==> src/rtl/mem_port_arbiter_if.sv <==
// mem_port_arbiter_if: IF/DM requester ports and memory-side bus of mem_port_arbiter
interface mem_port_arbiter_if #(parameter int ADDR_W = 32, parameter int DATA_W = 32);
  logic              if_req;
  logic [ADDR_W-1:0] if_addr;
  logic              if_gnt;
  logic              if_rvalid;
  logic [DATA_W-1:0] if_rdata;
  logic              dm_req;
  logic              dm_we;
  logic [ADDR_W-1:0] dm_addr;
  logic [DATA_W-1:0] dm_wdata;
  logic [DATA_W/8-1:0] dm_be;
  logic              dm_gnt;
  logic              dm_rvalid;
  logic [DATA_W-1:0] dm_rdata;
  logic              mem_en;
  logic              mem_we;
  logic [ADDR_W-1:0] mem_addr;
  logic [DATA_W-1:0] mem_wdata;
  logic [DATA_W/8-1:0] mem_be;
  logic [DATA_W-1:0] mem_rdata;
  logic              busy;
  modport slave (
    input  if_req, if_addr, dm_req, dm_we, dm_addr, dm_wdata, dm_be, mem_rdata,
    output if_gnt, if_rvalid, if_rdata, dm_gnt, dm_rvalid, dm_rdata,
           mem_en, mem_we, mem_addr, mem_wdata, mem_be, busy
  );
  modport master (
    output if_req, if_addr, dm_req, dm_we, dm_addr, dm_wdata, dm_be, mem_rdata,
    input  if_gnt, if_rvalid, if_rdata, dm_gnt, dm_rvalid, dm_rdata,
           mem_en, mem_we, mem_addr, mem_wdata, mem_be, busy
  );
endinterface

==> src/rtl/mem_port_arbiter.sv <==
// mem_port_arbiter: single-port memory shared by IF and DM, DM priority, one transaction in flight
// Define MEM_ARB_STARVE_GUARD_EN to let a waiting IF request break a run of STARVE_MAX DM grants.
module mem_port_arbiter #(
  parameter int ADDR_W     = 32,
  parameter int DATA_W     = 32,
  parameter int MEM_LAT    = 2,
  parameter int STARVE_MAX = 4
) (
  input logic clk,
  input logic reset,
  mem_port_arbiter_if.slave bus
);
  typedef enum logic [1:0] {IDLE, ISSUE, WAIT, RESP} state_t;
  state_t state, state_nx;
  logic                owner_dm, we_q;
  logic [ADDR_W-1:0]   addr_q;
  logic [DATA_W-1:0]   wdata_q, rdata_q;
  logic [DATA_W/8-1:0] be_q;
  logic [3:0]          lat_cnt;
  logic                idle, issue, resp, gnt_if, gnt_dm, force_if, capture;
  if (MEM_LAT < 1 || MEM_LAT > 15 || STARVE_MAX < 1 || STARVE_MAX > 15) begin : g_bad_param
    $error("mem_port_arbiter: MEM_LAT and STARVE_MAX must be in 1..15");
  end
  // grants are masked while reset is low so every output reads 0 during reset
  assign idle    = state == IDLE && reset;
  assign issue   = state == ISSUE;
  assign resp    = state == RESP;
  assign capture = state == WAIT && lat_cnt == 4'(MEM_LAT);
`ifdef MEM_ARB_STARVE_GUARD_EN
  logic [3:0] starve_cnt;
  assign force_if = bus.if_req && starve_cnt == 4'(STARVE_MAX);
  always_ff @(posedge clk) begin
    if (!reset) starve_cnt <= '0;
    else if (state == IDLE) starve_cnt <= (gnt_if || !bus.if_req) ? '0 : gnt_dm ? starve_cnt + 4'd1 : starve_cnt;
  end
`else
  assign force_if = 1'b0;
`endif
  assign gnt_dm = idle && bus.dm_req && !force_if;
  assign gnt_if = idle && bus.if_req && !gnt_dm;
  always_ff @(posedge clk) begin
    if (!reset) state <= IDLE;
    else state <= state_nx;
  end
  always_comb begin
    state_nx = state == IDLE  ? ((gnt_if || gnt_dm) ? ISSUE : IDLE) :
               state == ISSUE ? WAIT :
               state == WAIT  ? (capture ? RESP : WAIT) : IDLE;
  end
  // reads carry all-ones byte enables so the issue stage can drive be_q directly
  always_ff @(posedge clk) begin
    if (!reset) begin
      owner_dm <= 1'b0;
      we_q     <= 1'b0;
      addr_q   <= '0;
      wdata_q  <= '0;
      be_q     <= '0;
      lat_cnt  <= '0;
      rdata_q  <= '0;
    end else begin
      if (gnt_dm || gnt_if) begin
        owner_dm <= gnt_dm;
        we_q     <= gnt_dm && bus.dm_we;
        addr_q   <= gnt_dm ? bus.dm_addr : bus.if_addr;
        wdata_q  <= gnt_dm ? bus.dm_wdata : '0;
        be_q     <= (gnt_dm && bus.dm_we) ? bus.dm_be : '1;
      end
      lat_cnt <= issue ? 4'd1 : state == WAIT ? lat_cnt + 4'd1 : '0;
      if (capture) rdata_q <= we_q ? '0 : bus.mem_rdata;
    end
  end
  always_comb begin
    bus.if_gnt    = gnt_if;
    bus.dm_gnt    = gnt_dm;
    bus.mem_en    = issue;
    bus.mem_we    = issue && we_q;
    bus.mem_addr  = issue ? addr_q : '0;
    bus.mem_wdata = issue ? wdata_q : '0;
    bus.mem_be    = issue ? be_q : '0;
    bus.if_rvalid = resp && !owner_dm;
    bus.dm_rvalid = resp && owner_dm;
    bus.if_rdata  = (resp && !owner_dm) ? rdata_q : '0;
    bus.dm_rdata  = (resp && owner_dm) ? rdata_q : '0;
    bus.busy      = state != IDLE;
  end
endmodule

==> src/flat_wrapper.sv <==
// flat-port wrapper written by rule: the top's interface ports become plain ports
module mem_port_arbiter_flat 
#(
  parameter int ADDR_W     = 32,
  parameter int DATA_W     = 32,
  parameter int MEM_LAT    = 2,
  parameter int STARVE_MAX = 4
)
  (clk, reset, bus_if_req, bus_if_addr, bus_dm_req, bus_dm_we, bus_dm_addr, bus_dm_wdata, bus_dm_be, bus_mem_rdata, bus_if_gnt, bus_if_rvalid, bus_if_rdata, bus_dm_gnt, bus_dm_rvalid, bus_dm_rdata, bus_mem_en, bus_mem_we, bus_mem_addr, bus_mem_wdata, bus_mem_be, bus_busy);
  mem_port_arbiter_if #(.ADDR_W(ADDR_W), .DATA_W(DATA_W)) bus_i ();
  input logic clk;
  input logic reset;
  input wire logic [$bits(bus_i.if_req)-1:0] bus_if_req;
  input wire logic [$bits(bus_i.if_addr)-1:0] bus_if_addr;
  input wire logic [$bits(bus_i.dm_req)-1:0] bus_dm_req;
  input wire logic [$bits(bus_i.dm_we)-1:0] bus_dm_we;
  input wire logic [$bits(bus_i.dm_addr)-1:0] bus_dm_addr;
  input wire logic [$bits(bus_i.dm_wdata)-1:0] bus_dm_wdata;
  input wire logic [$bits(bus_i.dm_be)-1:0] bus_dm_be;
  input wire logic [$bits(bus_i.mem_rdata)-1:0] bus_mem_rdata;
  output wire logic [$bits(bus_i.if_gnt)-1:0] bus_if_gnt;
  output wire logic [$bits(bus_i.if_rvalid)-1:0] bus_if_rvalid;
  output wire logic [$bits(bus_i.if_rdata)-1:0] bus_if_rdata;
  output wire logic [$bits(bus_i.dm_gnt)-1:0] bus_dm_gnt;
  output wire logic [$bits(bus_i.dm_rvalid)-1:0] bus_dm_rvalid;
  output wire logic [$bits(bus_i.dm_rdata)-1:0] bus_dm_rdata;
  output wire logic [$bits(bus_i.mem_en)-1:0] bus_mem_en;
  output wire logic [$bits(bus_i.mem_we)-1:0] bus_mem_we;
  output wire logic [$bits(bus_i.mem_addr)-1:0] bus_mem_addr;
  output wire logic [$bits(bus_i.mem_wdata)-1:0] bus_mem_wdata;
  output wire logic [$bits(bus_i.mem_be)-1:0] bus_mem_be;
  output wire logic [$bits(bus_i.busy)-1:0] bus_busy;
  assign bus_i.if_req = bus_if_req;
  assign bus_i.if_addr = bus_if_addr;
  assign bus_i.dm_req = bus_dm_req;
  assign bus_i.dm_we = bus_dm_we;
  assign bus_i.dm_addr = bus_dm_addr;
  assign bus_i.dm_wdata = bus_dm_wdata;
  assign bus_i.dm_be = bus_dm_be;
  assign bus_i.mem_rdata = bus_mem_rdata;
  assign bus_if_gnt = bus_i.if_gnt;
  assign bus_if_rvalid = bus_i.if_rvalid;
  assign bus_if_rdata = bus_i.if_rdata;
  assign bus_dm_gnt = bus_i.dm_gnt;
  assign bus_dm_rvalid = bus_i.dm_rvalid;
  assign bus_dm_rdata = bus_i.dm_rdata;
  assign bus_mem_en = bus_i.mem_en;
  assign bus_mem_we = bus_i.mem_we;
  assign bus_mem_addr = bus_i.mem_addr;
  assign bus_mem_wdata = bus_i.mem_wdata;
  assign bus_mem_be = bus_i.mem_be;
  assign bus_busy = bus_i.busy;
  mem_port_arbiter #(.ADDR_W(ADDR_W), .DATA_W(DATA_W), .MEM_LAT(MEM_LAT), .STARVE_MAX(STARVE_MAX)) u_core (.clk(clk), .reset(reset), .bus(bus_i));
endmodule
==> config.mk <==
export PLATFORM = sky130hd
export DESIGN_NAME = mem_port_arbiter_flat
export DESIGN_NICKNAME = d
export VERILOG_FILES = /design/src/rtl/mem_port_arbiter_if.sv /design/src/rtl/mem_port_arbiter.sv /design/src/flat_wrapper.sv
export SDC_FILE = /design/constraint.sdc
export NUM_CORES = 1
export LEC_CHECK = 0
export CAP_MARGIN = 40
export CORE_MARGIN = 5
export CORE_UTILIZATION = 43
export DETAILED_ROUTE_END_ITERATION = 7
export PLACE_DENSITY_LB_ADDON = 0.05
export SLEW_MARGIN = 25
export SYNTH_ARGS = -nofsm -noshare
export SYNTH_HDL_FRONTEND = slang
export SYNTH_SLANG_ARGS = --single-unit
==> constraint.sdc <==
create_clock -name clk -period 4.4 [get_ports clk]
set_input_delay 0.88 -clock clk [delete_from_list [all_inputs] [get_ports clk]]
set_output_delay 0.88 -clock clk [all_outputs]
set_load 0.005 [all_outputs]
==> reports/metrics.csv, run 1 <==
metric,value,unit
Max-slew headroom,0.440,
combinational fraction of design power,0.171,
CP required,3.52,ns
post-route ant nets,0,
vias per cell,5.14,
Pwr Total,0.00227,W
"top cells by area, synth","dfxtp_1 41%, and2_1 12%, mux2i_1 6.1%, nor2_1 4.9%, a211oi_2 4.8%",
DP Wirelength,12200,um
Synth Area in Compound Gates,0.160,
Critical Path End,bus_if_gnt,
Final setup viols,0,
mapped cell area,0.00526,mm^2
Sw Share,0.246,
Yosys cell types,29,
number of global-route vias before repair,5127,
initial antenna violation count,0,
Layout Skew,0.0112,ns
initial drt markers,287,
port buffer count,275,
Worst Setup Path Type,in2out,
GRT Util Overall,0.214,
Area Overhead vs Synth,58.3,%
wire per inst,16.7,um
Site Rows,40,
IO Pins,276,
share of cells above drive strength 1,0.0667,
post-route setup slack,1.08,ns
clock latency on the worst-skew pair,0.34,ns
Leak,3.18,nW
Setup TNS,0,ns
RePlAce Congestion,0.772,
Int Power,0.00171,W
GRT overflow,0,
Sw Pwr,0.000559,W
Remaining DRCs,0,
busiest grt layer,met2,
outcome,"complete, no violations",
CTS tree,done,
Die Ht,121,um
grt met3 use,0.0734,
Crit. End Element,primary output,
mux cell area share after synthesis,0.0609,
Clock Pin Slew Worst Setup and Hold Paths,0.07,ns
Synth Area in XOR/XNOR,0.00333,
ys async rst share,0,
RR Startpoint,u_core.state[0],
Achievable Freq,301,MHz
final wirelength,16400,um
fin crit share,0.754,
"count leader, synth",dfxtp_1,
worst hold margin,0.464,ns
synthesized area per cell,8.84,um^2
# nets final,977,
RSZ-0062 raised after global routing,false,
sequential share of the synthesized area,0.411,
Via Count,5064,
Worst Setup SP,reset,
htree depth,3,
GR Layer Usage met1,0.227,
ys flop type,dfxtp_1,
Post-synth top cells,"108 x dfxtp_1, 102 x and2_1, 69 x nor2_1",
number of flops mapped to enable cells by yosys,0,
TritonRoute pass-1 iters,5,
startpoint types,input pin,
post-CTS sizing,0,
Yosys top cell by area,dfxtp_1,
Die X,121,um
antenna cells,0,
clk sinks,108,
Post-Synth Adder-Cell Area,0.0143,
post-synth top area share,0.411,
largest net degree at the start of global routing,101,
cts bufs inserted,9,
worst slew pin tran,0.840,ns
number of fill cells,963,
Final Max Tran Viols,0,
Mapped Nets,738,
root buffer cell,clkbuf_16,
"Max FO, Critical Path",10,
pwr/cell area,273,mW/mm^2
maxcap violations,0,
Core Region,0.0120,mm^2
VDD IR max,0.176,mV
Flop pwr share,0.461,
setup bufs post-CTS,0,
Hold Crit Class,reg2reg,
Tmin final,3.32,ns
Max Buffers Root-to-Sink,2,
initial core utilization,0.438,
Clock power frac,0.368,
post-cts hold buffer count,0,
Post-Syn Instances,595,
R2R cell count,5,
R2R setup slack,2.49,ns
pre-CTS WS,1.07,ns
combinational family with the most area after synthesis,simple AND/OR/NAND/NOR gates,
Fin. Hold Viols,0,
reg2reg end,u_core.addr_q[5],
Critical Path AT,2.44,ns
final core utilization,0.693,
Die Area,0.0145,mm^2
Ys Warns,0,
Yosys reg bits,108,
simple-gate area share of the yosys netlist,0.291,
met2 GRT Util,0.391,
first-pass GRT wire length,25400,um
[metrics by stage]
stage	std cells	cell area (um^2)
2_1_floorplan	595	5260
3_3_place_gp	968	7970
3_5_place_dp	969	8000
4_1_cts	985	8310
5_1_grt	986	8330
6_report	986	8330
[registers in the layout, indices dropped and copies added (netlist names)]
name,count
u_core.wdata_q,32
u_core.be_q,4
u_core.rdata_q,32
u_core.we_q,1
u_core.state,2
u_core.owner_dm,1
u_core.addr_q,32
u_core.lat_cnt,4
[cells by family after synthesis]
| kind of cell | count (synthesis) |
|---|---|
| xor gates and xnor gates | 2 |
| and+or+nand+nor | 278 |
| AOI/OAI and AO/OA | 106 |
| muxes | 32 |
| adders and majority gates | 6 |
| DFF | 108 |
| buffers and inverters | 63 |
[layout by cell type, fill, tap and decap left out, types with 9 or more instances in the layout]
master           synthesis  layout
clkdlybuf4s50_1          0     274
dfxtp_1                108     108
and2_1                 102     102
nor2_1                  69      69
nand2_1                 35      35
and3_1                  34      34
a21oi_1                 34      34
a22oi_1                 33      33
nand3b_1                33      33
mux2i_1                 32      32
a211oi_2                20      20
a211oi_1                12      12
clkbuf_16                0       9
[worst min-delay path by stage]
stage	startpoint	slack, ns	to	cells past startpoint
2_1_floorplan	u_core.rdata_q[0]	0.44	u_core.rdata_q[0]	2
3_5_place_dp	u_core.rdata_q[15]	0.45	u_core.rdata_q[15]	2
5_1_grt	u_core.rdata_q[18]	0.49	u_core.rdata_q[18]	2
3_3_place_gp	u_core.rdata_q[18]	0.45	u_core.rdata_q[18]	2
4_1_cts	u_core.rdata_q[15]	0.46	u_core.rdata_q[15]	2
6_report	u_core.rdata_q[31]	0.46	u_core.rdata_q[31]	2
[worst max-delay path: stages]
cell and delay (ns):
clkdlybuf4s50_1 0.45, buf_4 0.17, clkinv_2 0.08, nor4b_1 0.28, clkdlybuf4s50_1 0.58
[per-layer routing]
layer,vias up,wire length (um),part of all wire
li1,2508,-,-
met1,2339,6250,0.38
met2,187,8330,0.51
met3,30,1410,0.086
met4,0,451,0.027
met5,-,0,0
[power by group through the flow]
stage	clock network, W	registers, W	logic (W)
CTS	0.000851	0.00105	0.000390
global placement	0	0.00107	0.000373
global route	0.000898	0.00106	0.000420
finish	0.000837	0.00105	0.000388
detailed placement	0	0.00107	0.000388
floorplan	0	0.00106	0.000194
[final cells by class]
cell class / instances / area [um^2] / share of cell area
Clock buffer: 11 / 243 / 0.0292
Clock inverter: 5 / 66.3 / 0.00796
Inverter: 5 / 20.0 / 0.00240
Multi-Input combinational cell: 424 / 2790 / 0.335
Sequential cell: 108 / 2160 / 0.260
Tap cell: 147 / 184 / 0.0221
Timing Repair Buffer: 286 / 2860 / 0.344
No activity file was read; power rests on OpenSTA's default activity.
==> run 2: changes to the inputs <==
CORE_UTILIZATION = 40   (was 43)
clock period = 3.4 ns   (was 4.4 ns; I/O delays follow)
==> run 2 against run 1 <==
  * Via count shrank 0.85%
  * Clock power grew 23%
  * Utilization shrank 4.0 points
  * Sequential power grew 29%
  * Sequential cell count is the same
  * Die area grew 6.9%
  * Cell area grew 0.18%
  * First-iteration DRC count shrank 7.3%
  * Register-to-register slack lost 1.0 ns
  * Setup slack lost 0.80 ns
  * Worst hold slack lost 0.0054 ns
  * Critical endpoint unchanged
  * Largest cell class unchanged
  * Highest routed layer unchanged
==> reports/metrics.csv, run 2 (synthesized netlist as in run 1, its figures left out) <==
metric,value,unit,change
outcome,"complete, no violations",,unchanged
CP required,2.72,ns,was 3.52 ns
Final setup viols,0,,unchanged
placed cell count,995,,was 969
vias per cell,4.96,,was 5.14
Setup TNS,0,ns,unchanged
IO Pins,276,,unchanged
"commonest non-fill, non-tap cell in the layout",clkdlybuf4s50_1,,unchanged
placed inst area,0.00802,mm^2,was 0.00800 mm^2
post-CTS sizing,0,,unchanged
area of the multi-input gates,0.00279,mm^2,unchanged
Fin. Hold Viols,0,,unchanged
Die X,125,um,was 121 um
Die Area,0.0155,mm^2,was 0.0145 mm^2
Layout Skew,0.00833,ns,was 0.0112 ns
Leak,3.17,nW,was 3.18 nW
RSZ-0062 raised after global routing,false,,unchanged
clock latency on the worst-skew pair,0.34,ns,about the same
largest net degree at the start of global routing,101,,unchanged
maxcap violations,0,,unchanged
# nets final,978,,was 977
Worst Setup Path Type,in2out,,unchanged
post-cts hold buffer count,0,,unchanged
Hold Crit Depth,2,,unchanged
Max Buffers Root-to-Sink,2,,unchanged
Critical Path AT,2.44,ns,about the same
RePlAce Congestion,0.801,,was 0.772
Crit. End Element,primary output,,unchanged
post-route ant nets,0,,unchanged
Site Rows,41,,was 40
R2R cell count,6,,was 5
CTS tree,done,,unchanged
initial antenna violation count,0,,unchanged
Max-slew headroom,0.457,,was 0.440
Worst Hold Launch,u_core.rdata_q[28],,was u_core.rdata_q[31]
initial core utilization,0.412,,was 0.438
Clock Pin Slew Worst Setup and Hold Paths,0.07,ns,about the same
final wirelength,16600,um,"was 16,400 um"
biggest regs,"u_core.addr_q (32), u_core.rdata_q (32), u_core.wdata_q (32)",,unchanged
Final Max Tran Viols,0,,unchanged
antenna cells,0,,unchanged
worst slew pin tran,0.814,ns,was 0.840 ns
final core utilization,0.653,,was 0.693
R2R setup slack,1.45,ns,was 2.49 ns
root buffer cell,clkbuf_16,,unchanged
Die Ht,125,um,was 121 um
Core Region,0.0128,mm^2,was 0.0120 mm^2
GRT Util Overall,0.203,,was 0.214
GRT overflow,0,,unchanged
Remaining DRCs,0,,unchanged
"Max FO, Critical Path",10,,unchanged
htree depth,3,,unchanged
sequential cell area,0.00216,mm^2,unchanged
first-pass GRT wire length,26300,um,"was 25,400 um"
Hold Crit Class,reg2reg,,unchanged
number of fill cells,1064,,was 963
initial drt markers,266,,was 287
most frequent cells in the layout,"274 x clkdlybuf4s50_1, 108 x dfxtp_1, 102 x and2_1",,unchanged
Tmin final,3.12,ns,
cts bufs inserted,9,,unchanged
DP Wirelength,12100,um,"was 12,200 um"
setup bufs post-CTS,0,,unchanged
Via Count,5021,,"was 5,064"
hold path endpoint,u_core.rdata_q[28],,was u_core.rdata_q[31]
pwr/cell area,346,mW/mm^2,was 273 mW/mm^2
fin crit share,0.918,,
VDD IR max,0.234,mV,was 0.176 mV
Final Cell Area,0.00834,mm^2,was 0.00833 mm^2
RR Startpoint,u_core.state[1],,was u_core.state[0]
number of global-route vias before repair,5182,,"was 5,127"
Area Overhead vs Synth,58.6,%,was 58.3%
clk sinks,108,,unchanged
reg2reg end,u_core.be_q[0],,was u_core.addr_q[5]
Achievable Freq,320,MHz,
Layout Cells excl Fill,1012,,was 986
wire per inst,16.4,um,was 16.7 um
share of cells above drive strength 1,0.0690,,was 0.0667
startpoint types,input pin,,unchanged
TritonRoute pass-1 iters,6,,was 5
port buffer count,275,,unchanged
==> run 2: changes by cell type in the layout (fill, tap and decap cells not counted), sizes merged <==
cell,delta
buf,+1
clkbuf,-2
clkinv,+3
clkinvlp,+2
inv,-3
==> run 2: worst max path at each step <==
stage,start,end,slack [ns],depth (start not counted)
2_1_floorplan,reset,bus_if_gnt,1.29,4
3_3_place_gp,reset,bus_if_gnt,0.33,4
3_5_place_dp,reset,bus_if_gnt,0.26,4
4_1_cts,reset,bus_if_gnt,0.25,4
5_1_grt,reset,bus_if_gnt,0.16,4
6_report,reset,bus_if_gnt,0.28,4
==> run 2: final cells by class <==
class | instances | area share
repair buffers | 287 | 0.343
multi-input cells | 424 | 0.334
flip-flops and latches | 108 | 0.259
clock buffers | 9 | 0.0270
well taps | 172 | 0.0258
clock inverters | 7 | 0.00810
inverters | 5 | 0.00240
==> run 2: per-layer routing <==
| metal | track usage | routed length [um] |
|---|---|---|
| met1 | 0.229 | 6590 |
| met2 | 0.364 | 8480 |
| met3 | 0.0592 | 1200 |
| met4 | 0.0716 | 311 |
| met5 | 0 | 0 |
==> run 2: worst max-delay path: stages <==
cell and delay [ns]:
clkdlybuf4s50_1 0.75, clkinv_2 0.13, nor4b_1 0.32, clkdlybuf4s50_1 0.56
==> run 2: report_power, final <==
group / switching (W) / internal, W
clock: 0.000463 / 0.000567
sequential: 0.0000277 / 0.00132
combinational: 0.000219 / 0.000289
==> run 2: through the flow <==
| stage | hold slack, ns | setup WS, ns | total power, W |
|---|---|---|---|
| detailed placement | 0.449 | 0.263 | 0.00189 |
| global route | 0.476 | 0.163 | 0.00302 |
| floorplan | 0.436 | 1.29 | 0.00162 |
| finish | 0.458 | 0.279 | 0.00289 |
| CTS | 0.459 | 0.253 | 0.00292 |
| global placement | 0.443 | 0.326 | 0.00187 |
